### config.mk
export PLATFORM = sky130hd
export DESIGN_NAME = instruction_fetch
export DESIGN_NICKNAME = d
export VERILOG_FILES = /design/src/rtl/cpu_pkg.sv /design/src/rtl/fetch_fifo.sv /design/src/rtl/instruction_fetch.sv
export SDC_FILE = /design/constraint.sdc
export NUM_CORES = 1
export LEC_CHECK = 0
export ABC_CLOCK_PERIOD_IN_PS = 8010
export CORE_UTILIZATION = 55
export CTS_CLUSTER_DIAMETER = 60
export DETAILED_ROUTE_END_ITERATION = 8
export PLACE_DENSITY_LB_ADDON = 0.25
export SETUP_SLACK_MARGIN = 0.4
export SLEW_MARGIN = 20
export SYNTH_ARGS = -nofsm -noshare
export SYNTH_HDL_FRONTEND = slang
export SYNTH_SLANG_ARGS = --single-unit
### constraint.sdc
create_clock -name clk -period 8.01 [get_ports clk]
set_input_delay 2.0025 -clock clk [delete_from_list [all_inputs] [get_ports clk]]
set_output_delay 2.0025 -clock clk [all_outputs]
set_load 0.1 [all_outputs]
### src/rtl/cpu_pkg.sv
// Shared CPU front-end types and default widths.
package cpu_pkg;
  localparam int         ADDR_W      = 6;
  localparam int         DATA_W      = 32;
  localparam logic [5:0] HALT_OPCODE = 6'h3F;

  typedef enum logic [1:0] {IDLE, RUN, HALTED} fetch_state_t;
endpackage

### src/rtl/fetch_fifo.sv
// Two-entry packet buffer between the fetch engine and decode.
module fetch_fifo #(
  parameter int W = 38
) (
  input  logic         clk,
  input  logic         rst_n,
  input  logic         push,
  input  logic         pop,
  input  logic         flush,
  input  logic [W-1:0] wdata,
  output logic [W-1:0] rdata,
  output logic         full,
  output logic         empty,
  output logic [1:0]   count
);
  logic [W-1:0] r_mem [2];
  logic         r_wp, r_rp;
  logic [1:0]   r_cnt;
  logic         w_push, w_pop;

  assign full   = (r_cnt == 2'd2);
  assign empty  = (r_cnt == 2'd0);
  assign count  = r_cnt;
  assign rdata  = r_mem[r_rp];
  assign w_pop  = pop && !empty;
  // A push into a full FIFO is legal when the head leaves in the same cycle.
  assign w_push = push && (!full || w_pop);

  always_ff @(posedge clk) begin
    if (!rst_n) begin
      r_mem[0] <= '0;
      r_mem[1] <= '0;
      r_wp     <= 1'b0;
      r_rp     <= 1'b0;
      r_cnt    <= 2'd0;
    end else if (flush) begin
      r_wp  <= 1'b0;
      r_rp  <= 1'b0;
      r_cnt <= 2'd0;
    end else begin
      if (w_push) begin
        r_mem[r_wp] <= wdata;
        r_wp        <= ~r_wp;
      end
      if (w_pop) r_rp <= ~r_rp;
      r_cnt <= r_cnt + {1'b0, w_push} - {1'b0, w_pop};
    end
  end
endmodule

### src/rtl/instruction_fetch.sv
// Fetch engine: pc/issue control, halt/redirect FSM, and a 2-deep packet buffer to decode.
module instruction_fetch #(
  parameter int         ADDR_W      = cpu_pkg::ADDR_W,
  parameter int         DATA_W      = cpu_pkg::DATA_W,
  parameter logic [5:0] HALT_OPCODE = cpu_pkg::HALT_OPCODE
) (
  input  logic              clk,
  input  logic              rst_n,
  output logic [ADDR_W-1:0] imem_addr,
  output logic              imem_en,
  input  logic [DATA_W-1:0] imem_instr,
  input  logic              redirect_valid,
  input  logic [ADDR_W-1:0] redirect_pc,
  output logic              if_valid,
  input  logic              if_ready,
  output logic [DATA_W-1:0] if_instr,
  output logic [ADDR_W-1:0] if_pc,
  output logic              halted
);
  import cpu_pkg::*;

  fetch_state_t             r_state;
  logic [ADDR_W-1:0]        r_pc, r_inflight_pc;
  logic                     r_inflight;
  logic                     w_empty, w_full, w_pop, w_push, w_halt_in, w_issue;
  logic [1:0]               w_count;
  logic [2:0]               w_occ;
  logic [DATA_W+ADDR_W-1:0] w_head;

  assign if_valid  = !w_empty;
  assign w_pop     = if_valid && if_ready && !redirect_valid;
  assign w_halt_in = r_inflight && (imem_instr[DATA_W-1 -: 6] == HALT_OPCODE);
  assign w_push    = r_inflight && !redirect_valid && (!w_full || w_pop);
  // Slots committed after this edge: buffered minus leaving plus arriving.
  assign w_occ     = {1'b0, w_count} - {2'b0, w_pop} + {2'b0, r_inflight};
  assign w_issue   = (r_state == RUN) && !w_halt_in && (w_occ < 3'd2);

  assign imem_en   = w_issue;
  assign imem_addr = r_pc;
  assign halted    = (r_state == HALTED);
  assign {if_instr, if_pc} = w_head;

  fetch_fifo #(.W(DATA_W + ADDR_W)) u_fifo (
    .clk   (clk),
    .rst_n (rst_n),
    .push  (w_push),
    .pop   (w_pop),
    .flush (redirect_valid),
    .wdata ({imem_instr, r_inflight_pc}),
    .rdata (w_head),
    .full  (w_full),
    .empty (w_empty),
    .count (w_count)
  );

  always_ff @(posedge clk) begin
    if (!rst_n) begin
      r_state       <= IDLE;
      r_pc          <= '0;
      r_inflight    <= 1'b0;
      r_inflight_pc <= '0;
    end else if (redirect_valid) begin
      r_state    <= RUN;
      r_pc       <= redirect_pc;
      r_inflight <= 1'b0;
    end else begin
      r_inflight    <= w_issue;
      r_inflight_pc <= r_pc;
      if (w_issue) r_pc <= r_pc + ADDR_W'(1);
      case (r_state)
        IDLE:    r_state <= RUN;
        RUN:     if (w_halt_in) r_state <= HALTED;
        default: r_state <= r_state;
      endcase
    end
  end
endmodule
==> results of run 1 <==
## power by group through the flow
stage          sequential [W]  combinational, W  clock [W]
2_1_floorplan        0.000591          0.000108          0
3_3_place_gp         0.000576          0.000175          0
3_5_place_dp         0.000577          0.000177          0
4_1_cts              0.000566          0.000177   0.000317
5_1_grt              0.000568          0.000184   0.000338
6_report             0.000566          0.000176   0.000311
## state kept, by name (all words and copies together) (netlist names), named ones only
name	flops
imem_addr	6
r_inflight	1
r_inflight_pc	6
r_state	2
u_fifo.count	2
u_fifo.r_mem	76
u_fifo.r_rp	1
u_fifo.r_wp	1
## cells in the final DEF, fill, tap and decap left out, types with 2 or more instances in the layout
cell and count:
clkdlybuf4s50_1 87, edfxtp_1 76, and2_1 56, mux2_2 38, and2_4 20, dfxtp_1 19, o21ai_0 10, clkbuf_8 10
nor2_1 8, inv_1 7, nor2b_1 7, mux2i_1 7, nand2_1 5, a21oi_1 5, a31oi_1 4, xnor2_1 3
ha_1 3, nand2_2 2, nand4_1 2, nand3_1 2, or4_1 2, o31ai_1 2, xor2_1 2, or3_1 2
clkinv_2 2
## routing by layer
| layer | up-vias | GRT usage | wire length, um |
|---|---|---|---|
| li1 | 1252 | - | - |
| met5 | - | 0 | 0 |
| met2 | 61 | 0.337 | 3910 |
| met3 | 7 | 0.0311 | 272 |
| met1 | 1255 | 0.248 | 3330 |
| met4 | 0 | 0.0685 | 68 |
## final cells by class
cell class	instances	area, um^2	share of cell area
Clock buffer	11	141	0.0262
Clock inverter	5	56.3	0.0104
Inverter	8	30.0	0.00557
Multi-Input combinational cell	190	1480	0.275
Sequential cell	96	2680	0.497
Tap cell	99	124	0.0230
Timing Repair Buffer	88	878	0.163
## worst max path at each step
stage                         startpoint       to  slack (ps)
after floorplan           redirect_valid  imem_en        1930
after global placement    redirect_valid  imem_en        1350
after detailed placement  redirect_valid  imem_en        1240
after CTS                 redirect_valid  imem_en        1230
after global routing      redirect_valid  imem_en         980
final                     redirect_valid  imem_en        1230
## logic make-up after synthesis
kind of cell	count (synthesis)	share of synthesized area
mux	45	0.116
simple gates	112	0.168
xor+xnor	5	0.0102
fa+ha+maj	4	0.0134
compound gates	24	0.0354
flops	96	0.623
buf+inv	25	0.0348
## tightest hold or removal path: stages (launching register included)
cell	delay, ps
dfxtp_1	320
nand2_1	50
a21oi_1	60
## per-stage QoR
step                      setup slack (ps)  instances  area, um^2  utilization  hold slack [ps]
final                                 1230        497        5400        0.728              481
after global routing                   978        497        5400        0.728              518
after CTS                             1230        497        5400        0.728              483
after detailed placement              1240        481        5200        0.702              466
after global placement                1350        481        5200        0.702              451
after floorplan                       1930        311        4310            -              445
==> flow_summary.json, run 1 <==
{
  "cts_buffers": 9,
  "core-area_um2": 7410,
  "post-cts-setup-buffers": 0,
  "crit_family": "buffers and inverters",
  "cp_cell_sequence": "clkdlybuf4s50_1 -> nor3_1 -> o21ai_0 -> fa_1 -> xnor2_1 -> o2111ai_1 -> inv_1 -> buf_4",
  "syn_area_um2": 4310,
  "slowest_stage": "clkdlybuf4s50_1",
  "swShare": 0.276,
  "fin_worst_skew_ps": 11.1,
  "clockPowerShare": 0.296,
  "drv_slew": 0,
  "clk_latency_ps": 340,
  "grt_pass1_wl_mm": 12.4,
  "synth_edf_count": 76,
  "setup_violations": 0,
  "die_y_um": 90.5,
  "cts_buffer_depth": 2,
  "synth_cell_type_count": 37,
  "synth_seq_cells": 96,
  "routed_wl_mm": 7.58,
  "hold_buffers": 0,
  "r2r-end": "imem_addr[5]$_SDFFE_PN0P_",
  "synth.most_common_cell": "edfxtp_1",
  "synth_ff_type": "edfxtp_1",
  "grt.overflow.total": 0,
  "gp_congestion": 0.795,
  "hold_class": "flip-flop to flip-flop",
  "critPathArrivalTime_ps": 4780,
  "max_freq_mhz": 147,
  "drt_iter0_drc": 145,
  "cts_tree": "built",
  "ios": 89,
  "synth.avg_cell_area_um2": 13.9,
  "num_antenna_cells": 0,
  "holdPathStages": 2,
  "yosys-top-cells-count": "76 x edfxtp_1, 56 x and2_1, 38 x mux2_2",
  "tightest_slew_ps": 994,
  "antenna_found_initial": 0,
  "critical_path_buf_inv_count": 3,
  "wire_per_inst_um": 15.3,
  "drive_gt1_frac": 0.204,
  "worst-path-stages": 8,
  "worstPathRequired_ps": 6010,
  "power_w": 0.00105,
  "power_density_nw_per_um2": 195,
  "p_seq_frac": 0.537,
  "rr_worst_depth": 8,
  "yosys-top-cells-area": "edfxtp_1 53%, mux2_2 9.9%, dfxtp_1 9.3%",
  "viasPerCell": 5.18,
  "track_usage": 0.195,
  "fin_nets": 439,
  "rsz0062_at_grt": "false",
  "min_period_ps": 6780,
  "fin_tns_setup_ps": 0,
  "vias": 2575,
  "p_int_w": 0.000762,
  "drv_cap": 0,
  "cts_root_buf": "clkbuf_8",
  "grt_max_degree": 39,
  "finalHoldViolCount": 0,
  "antenna_left": 0,
  "min_to": "r_state[1]$_SDFFE_PP0P_",
  "port_buffers": 88,
  "syn_to_final_growth_pct": 25.2,
  "clock_sinks": 96,
  "r2r_slack_ps": 5010,
  "netlist_instances": 311,
  "hpwl_mm": 4.91,
  "clk_pin_slew_worst_paths_ps": 90,
  "n_fill_cell": 508,
  "num_rows": 31,
  "leakage_nw": 2.01,
  "cts_max_level": 3,
  "die_w_um": 90.5,
  "synth_nets": 357,
  "crit_type": "primary input to primary output",
  "slew_headroom": 0.335,
  "cp-start-kind": "primary input",
  "p_switching_w": 0.000291,
  "cts_resized": 0,
  "grt_pass1_vias": 2587,
  "hold_start": "r_state[0]$_SDFFE_PN0P_",
  "synth.largest_area_cell": "edfxtp_1",
  "synth_warnings": 0,
  "start_util": 0.582,
  "power_frac_comb": 0.167,
  "peakVddDrop_uv": 130,
  "reg2reg_from": "u_fifo.count[1]$_SDFF_PP0_",
  "endpoint_kind": "primary output",
  "cp_max_fo": 12,
  "ys_seq_area_frac": 0.623,
  "status": "finished, final reports clean",
  "die_area_um2": 8190,
  "detail_route.first_pass.iterations": 6,
  "finalCritPeriodShare": 0.847,
  "route.detailed.drc": 0,
  "synth_top_area_share": 0.530,
  "synthArstFlopShare": 0,
  "critPathMaxStageDelay_ps": 680
}
No activity file was read; power rests on OpenSTA's default activity.
==> inputs of run 2 (changes only) <==
- ABC_CLOCK_PERIOD_IN_PS: 8010 -> 6500
- CORE_UTILIZATION: 55 -> 51
- clock period: 8.01 -> 6.5 ns (I/O delays scaled with it)
==> flow_summary.json, run 2 (synthesis results as in run 1) <==
{
  "die_y_um": 93.9,
  "placed_cell_area_um2": 5230,
  "register_area_um2": 2680,
  "layout_common_cells": "87 x clkdlybuf4s50_1, 76 x edfxtp_1, 56 x and2_1",
  "critPathArrivalTime_ps": 3980,
  "min_period_ps": 5600,
  "hpwl_mm": 4.84,
  "cp_max_fo": 12,
  "power_w": 0.00129,
  "cp-start-kind": "primary input",
  "peakVddDrop_uv": 150,
  "vias": 2608,
  "die_area_um2": 8820,
  "grt_max_degree": 39,
  "slowest_stage": "clkdlybuf4s50_1",
  "port_buffers": 88,
  "r2r_slack_ps": 3730,
  "routed_wl_mm": 7.93,
  "slew_headroom": 0.314,
  "largest_register_ffs": 76,
  "grt.overflow.total": 0,
  "core-area_um2": 8220,
  "cts_tree": "built",
  "detail_route.first_pass.iterations": 4,
  "drt_iter0_drc": 84,
  "grt_pass1_vias": 2728,
  "start_util": 0.524,
  "wire_per_inst_um": 15.7,
  "hold_class": "flip-flop to flip-flop",
  "num_rows": 33,
  "finalHoldViolCount": 0,
  "track_usage": 0.191,
  "worstPathRequired_ps": 4880,
  "cts_max_level": 3,
  "tightest_slew_ps": 1030,
  "max_freq_mhz": 179,
  "drv_slew": 0,
  "cp_cell_sequence": "clkdlybuf4s50_1 -> o21ai_0 -> nor3_1 -> o21ai_0 -> fa_1 -> xnor2_1 -> o2111ai_1 -> buf_4 -> inv_1 -> buf_12",
  "endpoint_kind": "primary output",
  "syn_to_final_growth_pct": 25.8,
  "fin_nets": 441,
  "critPathMaxStageDelay_ps": 490,
  "final_util": 0.660,
  "gp_congestion": 0.729,
  "cpMostUsedCell": "o21ai_0",
  "multiInputGateArea_um2": 1480,
  "setup_violations": 0,
  "die_w_um": 93.9,
  "drive_gt1_frac": 0.205,
  "cts_buffer_depth": 2,
  "power_density_nw_per_um2": 238,
  "regMostFlops": "u_fifo.r_mem",
  "final_common_cell": "clkdlybuf4s50_1",
  "crit_type": "primary input to primary output",
  "finalCritPeriodShare": 0.862,
  "status": "finished, final reports clean",
  "drv_cap": 0,
  "clk_latency_ps": 350,
  "clk_pin_slew_worst_paths_ps": 90,
  "antenna_found_initial": 0,
  "cts_buffers": 9,
  "rsz0062_at_grt": "false",
  "leakage_nw": 2.01,
  "final_cell_area_um2": 5420,
  "ios": 89,
  "post-cts-setup-buffers": 0,
  "clock_sinks": 96,
  "antenna_left": 0,
  "cts_root_buf": "clkbuf_8",
  "route.detailed.drc": 0,
  "grt_pass1_wl_mm": 12.5,
  "n_fill_cell": 619,
  "fin_tns_setup_ps": 0,
  "hold_buffers": 0,
  "cts_resized": 0,
  "num_antenna_cells": 0,
  "viasPerCell": 5.16,
  "fin_worst_skew_ps": 8.53
}
-- run 2: critical path: cells and delay by family --
kind	cells	cell delay [ps]
compound gates	3	500
xor+xnor	1	140
fa+ha+maj	1	400
buf+inv	4	970
simple gates	1	340
-- run 2: through the flow --
stage                     hold WS, ps  cells  setup WS, ps
after floorplan                   445    311          1180
after global placement            454    489          1050
after detailed placement          468    489           881
after CTS                         482    505           879
after global routing              506    505           777
final                             481    505           898
-- run 2: final timing paths --
kind / startpoint / to / cells after the start
min: r_state[0]$_SDFFE_PN0P_ / r_state[1]$_SDFFE_PP0P_ / 2
max reg2reg: u_fifo.count[1]$_SDFF_PP0_ / imem_addr[4]$_SDFFE_PN0P_ / 9
max: if_ready / imem_en / 10
min reg2reg: r_state[0]$_SDFFE_PN0P_ / r_state[1]$_SDFFE_PP0P_ / 2
-- run 2: cell type report --
class                      instances  area share
sequential                        96       0.495
tap                              105      0.0242
timing repair buffer              90       0.167
multi-input combinational        190       0.273
clock inverter                     7      0.0115
inverter                           8     0.00554
clock buffer                       9      0.0229
-- run 2: metal layers --
layer / up-vias / track usage / wire (um)
met4: 0 / 0.0987 / 189
li1: 1263 / - / -
met5: - / 0 / 0
met2: 68 / 0.337 / 4070
met1: 1260 / 0.221 / 3350
met3: 17 / 0.0324 / 325
-- run 2: power breakdown --
part           internal, W  switching (W)  leakage, nW
logic            0.0000666       0.000153        0.971
clock network     0.000174       0.000201       0.0863
registers         0.000686      0.0000116        0.952
==> variant 1, RTL diff (settings of run 1) <==
Set the package constant `ADDR_W` to 4 (it was 6).
--- a/src/rtl/cpu_pkg.sv
+++ b/src/rtl/cpu_pkg.sv
@@ -2,3 +2,3 @@
 package cpu_pkg;
-  localparam int         ADDR_W      = 6;
+  localparam int         ADDR_W      = 4;
   localparam int         DATA_W      = 32;
Ports: changed (resized if_pc, imem_addr and redirect_pc); port bits go from 89 to 83. No check against the original RTL was run, so the function may have changed too.
==> variant 1 against run 1 <==
- worst setup slack got worse by 0.035 ns
- total power fell by 6.8%
- final area shrank 6.5%
- area after synthesis fell by 6.7%
- sequential cell count decreased by 8
- wire length shrank 5.0%
- largest power group unchanged
- fmax decreased by 0.51%
- sequential power down 8.3%
- via count shrank 7.8%
==> variant 1: results (changes against run 1) <==
metric	value	unit	change
status	complete, no violations		unchanged
Non-Filler Instances	463		was 497
Compound-Gate Fraction of Synth Area	2.77	%	was 3.54%
detailed-route via count	2375		was 2575
DRT Pass-1 Iters	4		was 6
peak supply drop	0.108	mV	was 0.130 mV
Setup WS pre-CTS	1.21	ns	was 1.24 ns
DP Wirelength	4.59	mm	was 4.91 mm
Switch Pwr	0.277	mW	was 0.291 mW
syn_area_per_cell	14.3	um2	was 13.9 um2
max reg flops	72		was 76
Yosys warning count	0		unchanged
worst hold endpoint	r_inflight_pc[0]$_SDFFE_PN0N_		was r_state[1]$_SDFFE_PP0P_
Worst Skew	0.00562	ns	was 0.0111 ns
hold_ws	0.517	ns	was 0.481 ns
Yosys cell types	42		was 37
Synth Area in XOR/XNOR	0.871	%	was 1.02%
port bufs	82		was 88
Starting DRT DRC Count	118		was 145
placed insts	447		was 481
global-route wire length before repair	10.9	mm	was 12.4 mm
Pleak	1.89	nW	was 2.01 nW
Synth area leaders	edfxtp_1 (54%), mux2_2 (10%), dfxtp_1 (8.0%)		was edfxtp_1 (53%), mux2_2 (9.9%), dfxtp_1 (9.3%)
Post-synth EDFFs	72		was 76
max_cap viols	0		unchanged
n_diodes	0		unchanged
Worst EP arrival	4.81	ns	was 4.78 ns
Hold Crit Start	r_inflight_pc[0]$_SDFFE_PN0N_		was r_state[0]$_SDFFE_PN0P_
Post-DP Area	4850	um2	was 5200 um2
slew margin rel.	32.9	%	was 33.5%
crit path max fanout	13		was 12
pin count of the biggest net entering global routing	37		was 39
R2R setup slack	5.20	ns	was 5.01 ns
Synth Area in Adders	1.74	%	was 1.34%
Net Count, Synth	327		was 357
initial antenna violation count	0		unchanged
GRT Util Overall	19.7	%	was 19.5%
latest clock arrival within the worst-skew pair	0.35	ns	
mux cell area share after synthesis	10.8	%	was 11.6%
vias in the first global route	2301		was 2587
Worst R2R Path Depth	10		was 8
gpl congestion	0.763		was 0.795
nets@finish	407		was 439
worst hold path type	register to register		unchanged
synth cell count leaders	edfxtp_1 (72), and2_1 (42), mux2_2 (36)		was edfxtp_1 (76), and2_1 (56), mux2_2 (38)
post-synthesis sequential area ratio	61.7	%	was 62.3%
final wirelength	7.21	mm	was 7.58 mm
Top reg by flops	u_fifo.r_mem		unchanged
proportion of layout cells with a drive suffix above 1	25.1	%	was 20.4%
R2R Path End	imem_addr[3]$_SDFFE_PN0P_		was imem_addr[5]$_SDFFE_PN0P_
-- variant 1: power groups by stage --
stage	Sequential [mW]	Clock, mW	Combinational, mW
after floorplan	0.539	0	0.101
after global placement	0.528	0	0.161
after detailed placement	0.530	0	0.162
after CTS	0.519	0.305	0.163
after global routing	0.521	0.324	0.167
final	0.519	0.301	0.162
-- variant 1: logic make-up (layout without fill, tap and decap cells) --
logic type                 Yosys count  count (layout)
xor gates and xnor gates             4               4
DFF                                 88              88
muxes                               39              39
buffers and inverters               21             106
and+or+nand+nor                    111             111
adders and majority gates            5               5
AOI/OAI and AO/OA                   14              14
-- variant 1: routing by layer --
layer	vias to the layer above	wire length [um]	GRT usage, %	part of all wire (%)
met5	-	0	0	0
met3	9	338	3.79	4.7
met4	0	104	9.24	1.4
met2	74	3670	34.2	51
li1	1156	-	-	-
met1	1136	3090	23.8	43
-- variant 1: layout make-up --
type / instances / area [um2]
inverters: 7 / 26.3
multi-input cells: 173 / 1390
repair buffers: 83 / 826
well taps: 96 / 120
clock buffers: 9 / 124
clock inverters: 7 / 71.3
fillers: 496 / 1900
flip-flops and latches: 88 / 2480
-- variant 1: worst max path at each step --
stage	from	slack [ns]	end	depth (start not counted)
3_5_place_dp	redirect_valid	1.21	imem_en	10
6_report	redirect_valid	1.19	imem_en	10
2_1_floorplan	redirect_valid	1.63	imem_en	9
4_1_cts	redirect_valid	1.20	imem_en	10
3_3_place_gp	redirect_valid	1.30	imem_en	10
5_1_grt	redirect_valid	1.02	imem_en	10
-- variant 1: worst max-delay path, cell delays in order --
cell and delay [ns]:
clkdlybuf4s50_1 0.83, nor2_1 0.12, ha_1 0.28, nand2b_1 0.15, fa_1 0.38, xnor2_1 0.18
nand4_2 0.20, or2_1 0.30, inv_1 0.07, buf_4 0.28
==> variant 2, RTL diff (flow settings as in run 1) <==
Made on the original files. Make the reset (`rst_n`) asynchronous in 2 clocked blocks.
--- a/src/rtl/fetch_fifo.sv
+++ b/src/rtl/fetch_fifo.sv
@@ -28,3 +28,3 @@
 
-  always_ff @(posedge clk) begin
+  always_ff @(posedge clk or negedge rst_n) begin
     if (!rst_n) begin
--- a/src/rtl/instruction_fetch.sv
+++ b/src/rtl/instruction_fetch.sv
@@ -55,3 +55,3 @@
 
-  always_ff @(posedge clk) begin
+  always_ff @(posedge clk or negedge rst_n) begin
     if (!rst_n) begin
Check against the original RTL: differs if rst_n is asserted again (counterexample within 4 cycles, from zero or initial values and one cycle with rst_n low); with rst_n held inactive, the same outputs for 4 cycles.
==> variant 2 against run 1 <==
- final area is 0.37% higher
- register-to-register slack better by 0.02 ns
- wire length is 4.9% higher
- area after synthesis is 0.84% lower
- sequential cell count is 1 lower
- via count is 1.8% higher
- worst setup slack better by 0.25 ns
Power is not shown: default switching activity piles up to over one toggle a cycle in this logic, so the estimate is an artifact.
==> variant 2: results (changes against run 1) <==
metric	value	unit	change
vias in the first global route	2693		was 2587
global-route wire length before repair	13.1	mm	was 12.4 mm
Crit Reg-Reg Startpoint	u_fifo.count[1]$_DFF_PN0_		was u_fifo.count[1]$_SDFF_PP0_
Max clock buf depth	2		unchanged
DRT Pass-1 Iters	4		was 6
n_diodes	0		unchanged
crit path max fanout	30		was 12
Starting DRT DRC Count	70		was 145
DP Wirelength	5.16	mm	was 4.91 mm
Synth area leaders	dfrtp_1 (56%), mux2_2 (31%), ha_1 (0.88%)		was edfxtp_1 (53%), mux2_2 (9.9%), dfxtp_1 (9.3%)
CP peak stage delay	0.51	ns	was 0.68 ns
detailed-route via count	2621		was 2575
mux cell area share after synthesis	31.7	%	was 11.6%
R2R Path End	imem_addr[1]$_DFFE_PN0P_		was imem_addr[5]$_SDFFE_PN0P_
nets@finish	430		was 439
WL met1	3.61	mm	was 3.33 mm
Synth Area in XOR/XNOR	1.41	%	was 1.02%
met2 Use GR	33.0	%	was 33.7%
CTS H-Tree Depth	3		unchanged
Compound-Gate Fraction of Synth Area	3.05	%	was 3.54%
worst hold endpoint	u_fifo.r_mem[23]$_DFFE_PN0P_		was r_state[1]$_SDFFE_PP0P_
Clock transition at path regs	0.08	ns	
Non-Filler Instances	487		was 497
status	complete, no violations		unchanged
synth cell count leaders	mux2_2 (118), dfrtp_1 (95), nor2_1 (8)		was edfxtp_1 (76), and2_1 (56), mux2_2 (38)
Worst Skew	0.00924	ns	was 0.0111 ns
Hold Crit Start	u_fifo.r_mem[23]$_DFFE_PN0P_		was r_state[0]$_SDFFE_PN0P_
GRT Util Overall	20.6	%	was 19.5%
post-CTS resize count	0		unchanged
Synth Area in Adders	1.35	%	was 1.34%
post-synthesis sequential area ratio	55.6	%	was 62.3%
Worst R2R Path Depth	9		was 8
pin count of the biggest net entering global routing	53		was 39
met3 wire length	373	um	was 272 um
dominant synthesized flop cell	dfrtp_1		was edfxtp_1
GR met3 Demand/Resource	4.40	%	was 3.11%
Yosys cell types	36		was 37
gpl congestion	0.771		was 0.795
Worst EP arrival	4.53	ns	was 4.78 ns
port bufs	88		unchanged
Top reg by flops	u_fifo.r_mem		unchanged
Hold Path Cell Cnt	1		was 2
layout filler cell count	493		was 508
Least-Margin Pin Slew	1.01	ns	was 0.994 ns
placed insts	472		was 481
Critical-path top delay cell	fa_1		was clkdlybuf4s50_1
R2R setup slack	5.03	ns	was 5.01 ns
proportion of layout cells with a drive suffix above 1	37.4	%	was 20.4%
met1 usage	28.0	%	was 24.8%
final wirelength	7.96	mm	was 7.58 mm
syn_area_per_cell	14.3	um2	was 13.9 um2
Net Count, Synth	344		was 357
met2 routed WL	3.90	mm	was 3.91 mm
Synth async-reset ratio	100	%	was 0%
==> variant 2: final cells by class <==
| class | count | area [um2] | area share (%) |
|---|---|---|---|
| clock buffer | 10 | 128 | 2.36 |
| inverter | 4 | 15.0 | 0.277 |
| timing repair buffer | 90 | 891 | 16.5 |
| tap | 99 | 124 | 2.29 |
| sequential | 95 | 2380 | 43.9 |
| multi-input combinational | 184 | 1800 | 33.2 |
| clock inverter | 5 | 83.8 | 1.55 |
==> variant 2: cells by family after synthesis <==
group	after synthesis
AND/OR/NAND/NOR	37
XOR/XNOR	6
adder cells (fa/ha/maj)	4
AO/OA/AOI/OAI	17
buffers and inverters	19
multiplexers	120
flip-flops	95
==> variant 2: metrics by stage <==
stage	cell area, um2	setup slack (ns)	hold WS, ns	utilization [%]
floorplan	4270	2.06	0.466	-
global placement	5200	1.55	0.480	70.6
detailed placement	5200	1.49	0.489	70.6
CTS	5420	1.45	0.510	73.5
global route	5420	1.36	0.516	73.5
finish	5420	1.47	0.507	73.5
